<file path="src/rtl/pc_redirect_pkg.sv">
// rtl/pc_redirect_pkg.sv - shared types and constants for the PC redirect controller
package pc_redirect_pkg;

    typedef enum logic [1:0] {
        ST_IDLE  = 2'd0,
        ST_WAIT  = 2'd1,
        ST_ISSUE = 2'd2
    } state_e;

    typedef enum logic [1:0] {
        SRC_NONE = 2'd0,
        SRC_JMP  = 2'd1,
        SRC_BR   = 2'd2,
        SRC_TRAP = 2'd3
    } src_e;

    localparam logic [31:0] PC_ADDR_DEFAULT = 32'h8000_0000;

endpackage

</file>
<file path="src/rtl/redirect_prio_sel.sv">
// rtl/redirect_prio_sel.sv - fixed-priority (trap > br > jmp) redirect request selector
module redirect_prio_sel
    import pc_redirect_pkg::*;
#(
    parameter int ADDR_WIDTH = 32
) (
    input  logic                  trap_valid_i,
    input  logic [ADDR_WIDTH-1:0] trap_target_i,
    input  logic                  br_valid_i,
    input  logic [ADDR_WIDTH-1:0] br_target_i,
    input  logic                  jmp_valid_i,
    input  logic [ADDR_WIDTH-1:0] jmp_target_i,
    output logic                  win_valid_o,
    output logic [ADDR_WIDTH-1:0] win_target_o,
    output src_e                  win_src_o
);

    logic [ADDR_WIDTH-1:0] raw_target;

    // Pick the single winner; the target is word-aligned since fetch is 4-byte granular.
    always_comb begin
        win_valid_o = 1'b1;
        win_src_o   = SRC_NONE;
        raw_target  = '0;
        if (trap_valid_i) begin
            win_src_o  = SRC_TRAP;
            raw_target = trap_target_i;
        end else if (br_valid_i) begin
            win_src_o  = SRC_BR;
            raw_target = br_target_i;
        end else if (jmp_valid_i) begin
            win_src_o  = SRC_JMP;
            raw_target = jmp_target_i;
        end else begin
            win_valid_o = 1'b0;
        end
        win_target_o = {raw_target[ADDR_WIDTH-1:2], 2'b00};
    end

endmodule

</file>
<file path="src/rtl/pc_redirect_ctrl.sv">
// rtl/pc_redirect_ctrl.sv - redirect FSM: latches the winning request, stalls, issues and flushes
module pc_redirect_ctrl
    import pc_redirect_pkg::*;
#(
    parameter int                    ADDR_WIDTH = 32,
    parameter logic [ADDR_WIDTH-1:0] PC_ADDR    = ADDR_WIDTH'(PC_ADDR_DEFAULT)
) (
    input  logic                  clk,
    input  logic                  reset,
    input  logic                  br_valid,
    input  logic [ADDR_WIDTH-1:0] br_target,
    input  logic                  jmp_valid,
    input  logic [ADDR_WIDTH-1:0] jmp_target,
    input  logic                  trap_valid,
    input  logic [ADDR_WIDTH-1:0] trap_target,
    input  logic                  if_busy,
    output logic                  redirect_valid,
    output logic [ADDR_WIDTH-1:0] redirect_pc,
    output logic                  flush_if_id,
    output logic                  flush_id_exe,
    output logic                  stall_pc,
    output logic                  busy,
    output logic [1:0]            last_src,
    output logic [15:0]           redirect_cnt
);

    state_e                state_q;
    src_e                  last_src_q;
    logic [ADDR_WIDTH-1:0] pend_q;
    logic [ADDR_WIDTH-1:0] redirect_pc_q;
    logic                  redirect_valid_q;
    logic                  flush_if_id_q;
    logic                  flush_id_exe_q;
    logic                  stall_pc_q;
    logic                  busy_q;
    logic [15:0]           redirect_cnt_q;
    logic [15:0]           redirect_cnt_d;

    logic                  sel_valid;
    logic [ADDR_WIDTH-1:0] sel_target;
    src_e                  sel_src;
    logic                  latch;
    logic                  active;
    logic                  issue_next;
    logic [ADDR_WIDTH-1:0] pend_next;

    redirect_prio_sel #(
        .ADDR_WIDTH (ADDR_WIDTH)
    ) u_prio_sel (
        .trap_valid_i  (trap_valid),
        .trap_target_i (trap_target),
        .br_valid_i    (br_valid),
        .br_target_i   (br_target),
        .jmp_valid_i   (jmp_valid),
        .jmp_target_i  (jmp_target),
        .win_valid_o   (sel_valid),
        .win_target_o  (sel_target),
        .win_src_o     (sel_src)
    );

    // Once a redirect is pending, only a trap may replace it; br/jmp are wrong-path then.
    always_comb begin
        latch          = (state_q == ST_IDLE) ? sel_valid
                                              : (sel_valid && (sel_src == SRC_TRAP));
        pend_next      = latch ? sel_target : pend_q;
        active         = latch || (state_q == ST_WAIT);
        issue_next     = active && !if_busy;
        redirect_cnt_d = redirect_cnt_q;
        if (issue_next && (redirect_cnt_q != 16'hFFFF)) begin
            redirect_cnt_d = redirect_cnt_q + 16'd1;
        end
    end

    // State and registered outputs advance together so outputs reflect the state they belong to.
    always_ff @(posedge clk or posedge reset) begin
        if (reset) begin
            state_q          <= ST_IDLE;
            last_src_q       <= SRC_NONE;
            pend_q           <= PC_ADDR;
            redirect_pc_q    <= PC_ADDR;
            redirect_valid_q <= 1'b0;
            flush_if_id_q    <= 1'b0;
            flush_id_exe_q   <= 1'b0;
            stall_pc_q       <= 1'b0;
            busy_q           <= 1'b0;
        end else begin
            flush_id_exe_q <= latch;
            pend_q         <= pend_next;
            if (latch) begin
                last_src_q <= sel_src;
            end
            if (!active) begin
                state_q          <= ST_IDLE;
                redirect_valid_q <= 1'b0;
                flush_if_id_q    <= 1'b0;
                stall_pc_q       <= 1'b0;
                busy_q           <= 1'b0;
            end else if (if_busy) begin
                state_q          <= ST_WAIT;
                redirect_valid_q <= 1'b0;
                flush_if_id_q    <= 1'b1;
                stall_pc_q       <= 1'b1;
                busy_q           <= 1'b1;
            end else begin
                state_q          <= ST_ISSUE;
                redirect_valid_q <= 1'b1;
                redirect_pc_q    <= pend_next;
                flush_if_id_q    <= 1'b1;
                stall_pc_q       <= 1'b0;
                busy_q           <= 1'b1;
            end
        end
    end

    // Issued-redirect counter, saturating rather than wrapping.
    always_ff @(posedge clk or posedge reset) begin
        if (reset) begin
            redirect_cnt_q <= 16'd0;
        end else begin
            redirect_cnt_q <= redirect_cnt_d;
        end
    end

    assign redirect_valid = redirect_valid_q;
    assign redirect_pc    = redirect_pc_q;
    assign flush_if_id    = flush_if_id_q;
    assign flush_id_exe   = flush_id_exe_q;
    assign stall_pc       = stall_pc_q;
    assign busy           = busy_q;
    assign last_src       = last_src_q;
    assign redirect_cnt   = redirect_cnt_q;

endmodule
</file>
<file path="config.mk">
export PLATFORM = sky130hd
export DESIGN_NAME = pc_redirect_ctrl
export DESIGN_NICKNAME = d
export VERILOG_FILES = /design/src/rtl/pc_redirect_pkg.sv /design/src/rtl/redirect_prio_sel.sv /design/src/rtl/pc_redirect_ctrl.sv
export SDC_FILE = /design/constraint.sdc
export NUM_CORES = 1
export LEC_CHECK = 0
export BUFFER_PORTS_ARGS = -buffer_cell sky130_fd_sc_hd__buf_2
export CORE_AREA = 3 3 106 108
export CTS_CLUSTER_DIAMETER = 120
export CTS_CLUSTER_SIZE = 30
export DETAILED_ROUTE_END_ITERATION = 7
export DIE_AREA = 0 0 109 111
export PLACE_DENSITY = 0.66
export SLEW_MARGIN = 20
export SYNTH_ARGS = -nofsm -noshare
export SYNTH_HDL_FRONTEND = slang
export SYNTH_SLANG_ARGS = --single-unit
</file>
<file path="constraint.sdc">
create_clock -name clk -period 3.19 [get_ports clk]
set_input_delay 0.638 -clock clk [delete_from_list [all_inputs] [get_ports clk]]
set_output_delay 0.638 -clock clk [all_outputs]
set_load 0.02 [all_outputs]
</file>
## Word level (Yosys, flattened, before mapping)

Index checks and enable logic that the tools add are counted.
W data, S select, Z words.

| word-level totals | value |
|---|---|
| RAM bits | 0 |
| memories | 0 |
| bits in latches | 0 |
| memory bits (read-only) | 0 |
| logic and storage cells | 39 |
| bits in registers | 88 |
| output and inout bits | 55 |

| cells by class | value |
|---|---|
| reductions and logical operators | 7 |
| $add $sub $neg | 1 |
| magnitude comparators | 0 |
| divide/modulo/power cells | 0 |
| multipliers | 0 |
| bitwise logic cells | 1 |
| equality and inequality tests | 3 |
| multiplexer cells | 18 |
| shifts and indexed selects | 0 |

Operators with widths:

| kind | count |
|---|---|
| $mux W32 | 4 |
| $add A16 B1 Y16 const B | 1 |
| $ne A16 B16 Y1 const B | 1 |
| $mux W1 | 10 |
| $mux W2 | 4 |
| $logic_and A1 B1 Y1 | 3 |
| $eq A2 B1 Y1 const B | 1 |
| $eq A2 B2 Y1 const B | 1 |
| $logic_not A2 Y1 | 1 |
| $reduce_and A2 Y1 | 1 |
| $logic_not A1 Y1 | 1 |
| $logic_or A1 B1 Y1 | 1 |
| $not A1 Y1 | 1 |

## Logic depth before layout (Yosys ltp)

Gate-level depths: netlist of the first run.

| logic depth | value |
|---|---|
| word-level depth | 9 |
| mapped depth | 7 |
| gate-level depth less buffers | 5 |

## By module

A second synthesis of the first run with hierarchy kept.

| unflattened totals | value |
|---|---|
| cell total of the unflattened synthesis | 376 |
| area, all modules | 4,485.6 sq um |

By module, submodules not included:

| module | area each (sq um) | times used | sequential area each (sq um) | cells each |
|---|---|---|---|---|
| pc_redirect_ctrl | 3,602.2 | 1 | 2,154.6 | 232 |
| redirect_prio_sel | 883.3 | 1 | 0.0 | 144 |

## Least setup slack after synthesis of the first run

Ideal clock, no wire load.

| timing path | value |
|---|---|
| path kind | input to register |
| start point | input port br_valid |
| end point | register redirect_cnt_q[1] (netlist: redirect_cnt[1]) |
| path buffers | 1 |
| arrival time | 1.732 ns |
| slack | 1.333 ns |
| stages | 5 |
| required time | 3.065 ns |
| path through | buf_6 or4_4 nand3_4 nor2_2 mux2_4 |

| between the ends | value |
|---|---|
| word-level cells in the longest chain between the ends | 8 |
| elaborated cells on any way between the ends | 10 |
| classes of those cells | eq/ne (1); mux (5); reduce/logical (4) |

RTL lines:

| element | RTL line | source |
|---|---|---|
| from (decl) | pc_redirect_ctrl.sv:10 | `input logic br_valid,` |
| $mux W2 | redirect_prio_sel.sv:28 | `end else if (br_valid_i) begin` |
| $mux W2 | redirect_prio_sel.sv:25 | `if (trap_valid_i) begin` |
| $eq A2 B2 Y1 | pc_redirect_ctrl.sv:64 | `: (sel_valid && (sel_src == SRC_TRAP));` |
| $logic_and A1 B1 Y1 | pc_redirect_ctrl.sv:64 |  |
| $mux W1 * | pc_redirect_ctrl.sv:63 | `latch = (state_q == ST_IDLE) ? sel_valid` |
| $logic_or A1 B1 Y1 * | pc_redirect_ctrl.sv:66 | `active = latch \|\| (state_q == ST_WAIT);` |
| $logic_and A1 B1 Y1 * | pc_redirect_ctrl.sv:67 | `issue_next = active && !if_busy;` |
| $logic_and A1 B1 Y1 * | pc_redirect_ctrl.sv:69 | `if (issue_next && (redirect_cnt_q != 16'hFFFF)) begin` |
| to (signal assigned) | pc_redirect_ctrl.sv:120 | `redirect_cnt_q <= redirect_cnt_d;` |
| to (decl) | pc_redirect_ctrl.sv:36 | `logic [15:0] redirect_cnt_q;` |

Every way passes the cells marked *; elsewhere a longest branch is shown, timed or not.
A chain may end at the register's enable or synchronous reset.

## Worst setup path in the final report of the first run

| timing path | value |
|---|---|
| start point | input port trap_valid |
| end point | register redirect_cnt_q[10] (netlist: redirect_cnt[10]) |

| between the ends | value |
|---|---|
| word-level cells in the longest chain between the ends | 7 |
| elaborated cells on any way between the ends | 8 |
| classes of those cells | eq/ne (1); mux (3); reduce/logical (4) |

RTL lines:

| element | RTL line | source |
|---|---|---|
| from (decl) | pc_redirect_ctrl.sv:14 | `input logic trap_valid,` |
| $mux W2 | redirect_prio_sel.sv:25 |  |
| $eq A2 B2 Y1 | pc_redirect_ctrl.sv:64 |  |
| $logic_and A1 B1 Y1 | pc_redirect_ctrl.sv:64 |  |
| $mux W1 * | pc_redirect_ctrl.sv:63 |  |
| $logic_or A1 B1 Y1 * | pc_redirect_ctrl.sv:66 |  |
| $logic_and A1 B1 Y1 * | pc_redirect_ctrl.sv:67 |  |
| $logic_and A1 B1 Y1 * | pc_redirect_ctrl.sv:69 |  |

Marks and branches as above.

==> results of run 1 <==
[final cells by class]
class | count | area share
clock buffer | 10 | 0.0247
clock inverter | 6 | 0.0213
inverter | 4 | 0.00364
multi-input combinational | 286 | 0.341
sequential | 86 | 0.418
tap | 136 | 0.0330
timing repair buffer | 157 | 0.158
[layer usage]
metal | GRT usage | vias to the layer above | part of all wire
met5 | 0 | - | 0
met4 | 0.0572 | 0 | 0.016
met3 | 0.0344 | 15 | 0.061
met2 | 0.264 | 111 | 0.49
met1 | 0.226 | 1643 | 0.43
li1 | - | 1732 | -
[metrics by stage]
stage | hold WS, ps | total power, W | instance area [µm²] | setup slack [ps] | std cells
detailed placement | 459 | 0.00217 | 4920 | 741 | 669
finish | 379 | 0.00304 | 5160 | 1120 | 685
floorplan | 440 | 0.00190 | 4080 | 333 | 404
global placement | 452 | 0.00215 | 4920 | 768 | 669
global route | 440 | 0.00320 | 5160 | 958 | 685
CTS | 384 | 0.00308 | 5160 | 1100 | 685
[state kept, by name (all words and copies together), names as in the netlist]
| register | flops |
|---|---|
| flush_id_exe | 1 |
| last_src | 2 |
| redirect_valid | 1 |
| pend_q | 32 |
| redirect_pc | 32 |
| redirect_cnt | 16 |
| stall_pc | 1 |
| busy | 1 |
[power groups by stage]
| stage | clock network, W | logic, W | registers [W] |
|---|---|---|---|
| floorplan | 0 | 0.000360 | 0.00154 |
| global placement | 0 | 0.000752 | 0.00140 |
| detailed placement | 0 | 0.000771 | 0.00140 |
| CTS | 0.000923 | 0.000771 | 0.00138 |
| global route | 0.000963 | 0.000833 | 0.00141 |
| finish | 0.000900 | 0.000757 | 0.00138 |
[cells in the mapped netlist (2+ instances only)]
master / count
dfrtp_1: 84
nand2_1: 62
nand3_1: 37
nor2_1: 36
a31oi_1: 32
a221o_1: 31
nand2b_1: 31
clkbuf_1: 11
buf_2: 10
nand4_1: 8
xnor2_1: 6
buf_6: 5
a21oi_1: 4
and2_1: 4
xor2_1: 4
inv_1: 3
mux2_4: 3
nor3_1: 3
dfstp_2: 2
nor2b_1: 2
nor4_1: 2
nor4_4: 2
or2_2: 2
or4_4: 2
[layout by cell type (no fill, tap or decap), drive strengths merged]
master	count
nand3	38
buf	157
o21bai	1
inv	3
nor4b	1
mux2	3
nor4	4
clkinvlp	2
nand2	62
nor2b	2
dfrtp	84
and3	2
ha	1
or3	1
xor2	4
a31oi	32
nand4	9
xnor2	6
bufinv	3
nor2	37
a2bb2oi	1
or4	2
nor3	3
or2	2
nand2b	31
clkinv	2
a21oi	5
and2	4
clkbuf	10
dfstp	2
and4	2
a41oi	1
o21a	1
a221o	31
[worst paths after layout]
kind	start	endpoint	slack, ps
setup reg to reg	stall_pc	redirect_pc[6]	1350
max in group asynchronous	reset	pend_q[31]	2070
setup / recovery	trap_valid	redirect_cnt[10]	1120
min in group clk	pend_q[15]	pend_q[15]	480
hold reg to reg	pend_q[15]	pend_q[15]	480
hold / removal	reset	redirect_cnt[6]	380
[logic make-up after synthesis]
group	count (synthesis)
AND/OR/NAND/NOR	200
buffers and inverters	32
adder cells (fa/ha/maj)	1
flip-flops	86
AO/OA/AOI/OAI	72
XOR/XNOR	10
multiplexers	3
==> results.py, run 1 <==
metrics = {
    "clock_network": {
        "clk_path_buf_depth": 2,
        "root_buffer": "clkbuf_8",
        "clk_latency_ps": 340,
        "numCtsBuffers": 9,
        "cts.sinks": 86,
        "ctsResizeCount": 0,
        "htreeDepth": 3,
        "hold_buffers": 0,
        "cts_tree": "done",
        "clk_pin_slew_ps": 90,
        "cts_setup_buffers": 0,
    },
    "sta": {
        "setup_viol": 0,
        "final-hold-violation-count": 0,
        "timing.fmax_mhz": 484,
        "worst_clock_skew_ps": 8.79,
        "final.period_utilization": 0.648,
        "worst_pin_slew_ps": 709,
        "fin_setup_tns_ps": 0,
        "slew_headroom": 0.527,
        "drv_slew": 0,
        "period_minus_slack_ps": 2070,
        "grt_setup_unrepaired": "no",
    },
    "detailed_routing": {
        "antenna_left": 0,
        "firstDrtPassIters": 4,
        "wire_per_inst_um": 14.7,
        "drc_errors": 0,
        "viasPerCell": 5.11,
        "drtIter0Drc": 126,
        "vias": 3501,
        "postRouteWirelength_mm": 10.0,
    },
    "pwr": {
        "swShare": 0.317,
        "sequentialPowerShare": 0.455,
        "p_leak_nw": 2.50,
        "internal_power_w": 0.00208,
        "switchingPower_w": 0.000963,
        "p_comb_frac": 0.249,
        "pwr_density_cell_nw_per_um2": 589,
        "ir_drop_mv": 0.210,
        "power.share.clock": 0.296,
    },
    "layout": {
        "nFillCells": 964,
        "num_antenna_cells": 0,
        "multi_input_area_um2": 1760,
        "drive_gt1_frac": 0.352,
        "seqCellArea_um2": 2150,
        "nets": 647,
        "fin_util": 0.500,
        "area_delta_synth_final_pct": 26.4,
    },
    "floorplan": {
        "die_x_um": 109,
        "io_pins": 157,
        "die-area_um2": 12100,
        "die_height_um": 111,
        "start_util": 0.395,
        "row_count": 37,
        "core_um2": 10300,
    },
    "place": {
        "io_buffers": 150,
        "dp_hpwl_mm": 7.41,
        "gp_congestion": 0.841,
    },
    "logic_synthesis": {
        "synth_xor_area_frac": 0.0215,
        "synth.net_count": 507,
        "yosys.area_share.simple": 0.253,
        "yosysTopAreaCell": "dfrtp_1",
        "synth_edf_count": 0,
        "synth-compound-area-share": 0.140,
        "netlist_top_cells_area": "dfrtp_1, a221o_1, nand2_1",
        "synth_mux_area_frac": 0.0110,
        "ys.flop_type": "dfrtp_1",
        "syn-cell-area_um2": 4080,
        "synthAdderAreaFrac": 0.00307,
        "synth_top_family_by_area": "simple AND/OR/NAND/NOR gates",
        "yosysSeqAreaShare": 0.528,
        "synthCells": 404,
        "async_reset_ff_frac": 1.00,
        "ys_seq_elements": 86,
        "yosysWarnings": 0,
        "netlist.area_leader.share": 0.515,
        "synth_area_per_cell_um2": 10.1,
        "synth_cell_types": 42,
    },
    "critical_path": {
        "start_kind": "input port",
        "cpMaxStageDelayCell": "buf_4",
        "critical_path_arrival_ps": 2290,
        "worst-path-stages": 6,
        "ff2ff_path_depth": 6,
        "critical_path.max_fanout": 60,
        "critPathKind": "input port to flop",
        "max_stage_delay_ps": 510,
        "critPathBufInv": 2,
        "crit_chain": "buf_2 > buf_4 > nor4_1 > nor4_4 > nand4_1 > xnor2_1",
        "required_ps": 3410,
        "critPathTopFamily": "simple AND/OR/NAND/NOR gates",
        "end_kind": "flop",
    },
    "global_route": {
        "grt_max_degree": 65,
        "grt_pass1_vias": 3276,
        "antenna_found_initial": 0,
        "grt_pass1_wl_mm": 16.3,
        "grt.total_usage": 0.167,
        "overflow": 0,
    },
    "outcome": {
        "status": "finished clean",
    },
    "worst_hold_path": {
        "hp-class": "input port to async pin",
    },
    "flow_run": {
        "drv_cap": 0,
    },
}
No activity file was read; power rests on OpenSTA's default activity.
==> inputs of run 2 (changes only) <==
PLACE_DENSITY = 0.68   (was 0.66)
clock period = 1.9 ns   (was 3.19 ns; I/O delays follow)
==> run 2 against run 1 <==
Effect of this change: critical path depth fell by 1; clock-buffer cell count did not move; sequential power rose by 68%; worst setup slack got worse by 1100 ps; clock power rose by 70%; first-iteration DRC count rose by 11%.
==> results.py, run 2 (synthesis gave the netlist of run 1 again) <==
metrics = {
    "outcome": {
        "status": "finished clean",
    },
    "global_route": {
        "grt_pass1_vias": 3259,
        "grt_max_degree": 41,
        "antenna_found_initial": 0,
        "grt.total_usage": 0.167,
        "overflow": 0,
        "grt_pass1_wl_mm": 15.9,
    },
    "layout": {
        "final_cells": 695,
        "num_antenna_cells": 0,
        "design_area_um2": 5290,
        "drive_gt1_frac": 0.365,
        "nets": 658,
        "fin_util": 0.512,
        "area_delta_synth_final_pct": 29.6,
        "layout_common_cells": "buf_2, dfrtp_1, nand2_1",
        "final_common_cell": "buf_2",
    },
    "detailed_routing": {
        "firstDrtPassIters": 4,
        "viasPerCell": 5.07,
        "drtIter0Drc": 140,
        "drc_errors": 0,
        "vias": 3524,
        "wire_per_inst_um": 14.5,
        "postRouteWirelength_mm": 10.1,
        "antenna_left": 0,
    },
    "pwr": {
        "internal_power_w": 0.00356,
        "p_leak_nw": 2.57,
        "sequentialPowerShare": 0.449,
        "ir_drop_mv": 0.450,
        "switchingPower_w": 0.00161,
        "swShare": 0.312,
        "p_comb_frac": 0.255,
        "pwr_density_cell_nw_per_um2": 978,
        "power.share.clock": 0.296,
    },
    "critical_path": {
        "required_ps": 2140,
        "critical_path_arrival_ps": 2060,
        "startpoint": "redirect_cnt[0]",
        "reg2reg_from": "redirect_cnt[0]",
        "critPathKind": "flop to flop",
        "start_kind": "flop",
        "end_kind": "flop",
        "critical_path.max_fanout": 4,
    },
    "place": {
        "gp_congestion": 0.826,
        "place_ws_ps": 103,
        "place_area_um2": 5030,
        "dp_hpwl_mm": 7.46,
        "io_buffers": 150,
        "dp_cells": 678,
    },
    "sta": {
        "period_minus_slack_ps": 1830,
        "timing.fmax_mhz": 548,
        "worst_pin_slew_ps": 455,
        "setup_viol": 0,
        "fin_setup_tns_ps": 0,
        "postLayoutSetupSlackWorst_ps": 74.2,
        "final-hold-violation-count": 0,
        "final.period_utilization": 0.961,
        "worst_clock_skew_ps": 12.1,
        "drv_slew": 0,
        "slew_headroom": 0.696,
    },
    "clock_network": {
        "clk_path_buf_depth": 2,
        "hold_buffers": 0,
        "numCtsBuffers": 9,
        "htreeDepth": 3,
        "clk_latency_ps": 350,
        "cts.sinks": 86,
        "cts_tree": "done",
        "clk_pin_slew_ps": 90,
        "cts_setup_buffers": 0,
        "ctsResizeCount": 0,
        "root_buffer": "clkbuf_8",
    },
    "worst_hold_path": {
        "hp-class": "input port to async pin",
    },
    "floorplan": {
        "die_x_um": 109,
        "die_height_um": 111,
        "die-area_um2": 12100,
        "core_um2": 10300,
        "row_count": 37,
        "start_util": 0.395,
        "io_pins": 157,
    },
    "flow_run": {
        "drv_cap": 0,
    },
}
[run 2: cell type report]
class	instances	area [µm²]
fill	990	5040
timing repair buffer	168	936
tap	136	170
multi-input combinational	286	1760
clock buffer	10	138
inverter	4	21.3
sequential	86	2150
clock inverter	5	108
[run 2: per-layer routing]
metal | up-vias | GRT usage | part of all wire
li1 | 1751 | - | -
met1 | 1662 | 0.216 | 0.43
met2 | 98 | 0.275 | 0.49
met3 | 13 | 0.0338 | 0.066
met4 | 0 | 0.0556 | 0.015
met5 | - | 0 | 0
[run 2: power groups by stage]
stage          registers, W  logic [W]  clock network [W]
2_1_floorplan       0.00258   0.000605                  0
3_3_place_gp        0.00235    0.00129                  0
3_5_place_dp        0.00236    0.00132                  0
4_1_cts             0.00232    0.00133            0.00158
5_1_grt             0.00237    0.00144            0.00165
6_report            0.00232    0.00132            0.00153
[run 2: metrics by stage]
stage	power, W	hold slack (ps)
floorplan	0.00319	440
global placement	0.00364	416
detailed placement	0.00368	418
CTS	0.00523	27.4
global route	0.00546	45.6
finish	0.00517	31.4
[run 2: worst paths after layout]
kind                                   end  slack (ps)  cells after the start
hold / removal             redirect_cnt[6]          30                      2
max in group asynchronous       pend_q[31]        1300                      3
hold reg to reg                 pend_q[30]         470                      2
setup / recovery           redirect_cnt[1]          70                      5
min in group clk                  stall_pc         330                      2
setup reg to reg           redirect_cnt[1]          70                      5
[run 2: critical path, stage by stage, from the launching register on]
cell	delay (ps)
dfrtp_1	400
ha_1	230
nand4_1	200
nor4_4	450
nor2_2	120
mux2_4	310
==> inputs of run 3 (changes only) <==
SETUP_SLACK_MARGIN = 0.1   (was unset)
==> run 3 against run 2 <==
Effect of this change: sequential power is essentially flat; sequential cell count is the same; worst setup slack gained 160 ps; non-clock buffer count grew 2; clock-buffer cell count is the same; total power grew 0.81%; via count grew 0.37%; final cell count grew 0.29%; global-route usage grew 0.061 points; register-to-register slack gained 160 ps; largest power group unchanged; highest routed layer unchanged.
==> results.py, run 3 (synthesis gave the netlist of run 1 again) <==
metrics = {
    "sta": {
        "grt_setup_unrepaired": "no",
        "final.period_utilization": 0.879,
        "period_minus_slack_ps": 1670,
        "postLayoutSetupSlackWorst_ps": 230,
        "timing.fmax_mhz": 599,
        "slew_headroom": 0.697,
        "fin_setup_tns_ps": 0,
        "worst_clock_skew_ps": 12.2,
        "setup_viol": 0,
        "worst_pin_slew_ps": 454,
        "drv_slew": 0,
        "final-hold-violation-count": 0,
    },
    "layout": {
        "area_delta_synth_final_pct": 30.1,
        "num_antenna_cells": 0,
        "layout_common_cells": "buf_2, dfrtp_1, nand2_1",
        "final_common_cell": "buf_2",
        "drive_gt1_frac": 0.371,
        "nets": 660,
    },
    "global_route": {
        "grt_pass1_wl_mm": 16.0,
        "met1_usage": 0.216,
        "use_met3": 0.0338,
        "grt.total_usage": 0.167,
        "antenna_found_initial": 0,
        "overflow": 0,
        "grt_pass1_vias": 3273,
        "grt_max_degree": 41,
        "use_met2": 0.277,
        "grt_busiest_layer": "met2",
    },
    "floorplan": {
        "die_x_um": 109,
        "die-area_um2": 12100,
        "core_um2": 10300,
        "row_count": 37,
        "start_util": 0.395,
        "io_pins": 157,
        "die_height_um": 111,
    },
    "critical_path": {
        "reg2reg_from": "redirect_cnt[0]",
        "critical_path_arrival_ps": 1910,
        "end_kind": "flop",
        "critical_path.max_fanout": 4,
        "critPathKind": "flop to flop",
        "start_kind": "flop",
        "required_ps": 2140,
        "startpoint": "redirect_cnt[0]",
    },
    "detailed_routing": {
        "antenna_left": 0,
        "viasPerCell": 5.07,
        "firstDrtPassIters": 4,
        "vias": 3537,
        "postRouteWirelength_mm": 10.1,
        "wire_per_inst_um": 14.5,
        "drc_errors": 0,
        "drtIter0Drc": 131,
    },
    "clock_network": {
        "numCtsBuffers": 9,
        "clk_pin_slew_ps": 90,
        "root_buffer": "clkbuf_8",
        "cts_tree": "done",
        "clk_latency_ps": 350,
        "clk_path_buf_depth": 2,
        "cts.sinks": 86,
        "htreeDepth": 3,
    },
    "place": {
        "gp_congestion": 0.826,
        "dp_hpwl_mm": 7.46,
        "place_ws_ps": 103,
        "io_buffers": 150,
    },
    "worst_hold_path": {
        "hp-class": "input port to async pin",
    },
    "outcome": {
        "status": "finished clean",
    },
    "flow_run": {
        "drv_cap": 0,
    },
    "pwr": {
        "ir_drop_mv": 0.450,
        "p_leak_nw": 2.58,
        "pwr_density_cell_nw_per_um2": 981,
    },
}
-- run 3: cell count changes in the layout (fill, tap and decap cells not counted) --
cell	delta
buf_4	+2
ha_1	-1
nor4b_1	-1
nor4b_2	+1
ha_2	+1
-- run 3: area by class of cell --
cell class                      instances  area, µm²
Clock buffer                           10        138
Clock inverter                          5        108
Fill cell                             990       5010
Inverter                                4       21.3
Multi-Input combinational cell        286       1770
Sequential cell                        86       2150
Tap cell                              136        170
Timing Repair Buffer                  170        951
-- run 3: per-stage QoR --
step | std cells | hold slack, ps | util | total power, W | cell area, µm²
global route | 697 | 45.6 | 0.514 | 0.00550 | 5310
finish | 697 | 30.4 | 0.514 | 0.00521 | 5310
floorplan | 404 | 440 | - | 0.00319 | 4090
CTS | 695 | 27.4 | 0.512 | 0.00524 | 5290
detailed placement | 678 | 418 | 0.487 | 0.00368 | 5030
global placement | 678 | 416 | 0.487 | 0.00364 | 5030
-- run 3: routing by layer --
| metal | part of all wire | wire [µm] | vias to the layer above |
|---|---|---|---|
| li1 | - | - | 1750 |
| met1 | 0.43 | 4340 | 1678 |
| met2 | 0.49 | 4940 | 96 |
| met3 | 0.066 | 664 | 13 |
| met4 | 0.016 | 158 | 0 |
| met5 | 0 | 0 | - |
-- run 3: repair_timing --
| item | in CTS | in global routing |
|---|---|---|
| setup buffers | 2 | 2 |
| hold buffers | 0 | 0 |
| pin swaps | 2 | 0 |
| resized for setup | 0 | 2 |
| endpoints found under the setup margin | 1 | 4 |
-- run 3: path summary, 6_finish.rpt --
kind                              endpoint  slack, ps  depth (start not counted)
setup / recovery           redirect_cnt[1]        230                          6
hold / removal             redirect_cnt[6]         30                          2
setup reg to reg           redirect_cnt[1]        230                          6
hold reg to reg                 pend_q[30]        470                          2
max in group asynchronous       pend_q[31]       1300                          3
min in group clk                  stall_pc        330                          2
-- run 3: worst max-delay path, cell delays in order (launching register included) --
cell	delay (ps)
dfrtp_1	360
ha_2	210
nand4_1	80
buf_4	180
nor4_4	310
nor2_2	110
mux2_4	300
-- run 3: power by group --
part	switching, W	leakage (nW)	internal [W]
clock	0.000628	0.123	0.000906
sequential	0.000192	1.02	0.00212
combinational	0.000809	1.44	0.000554
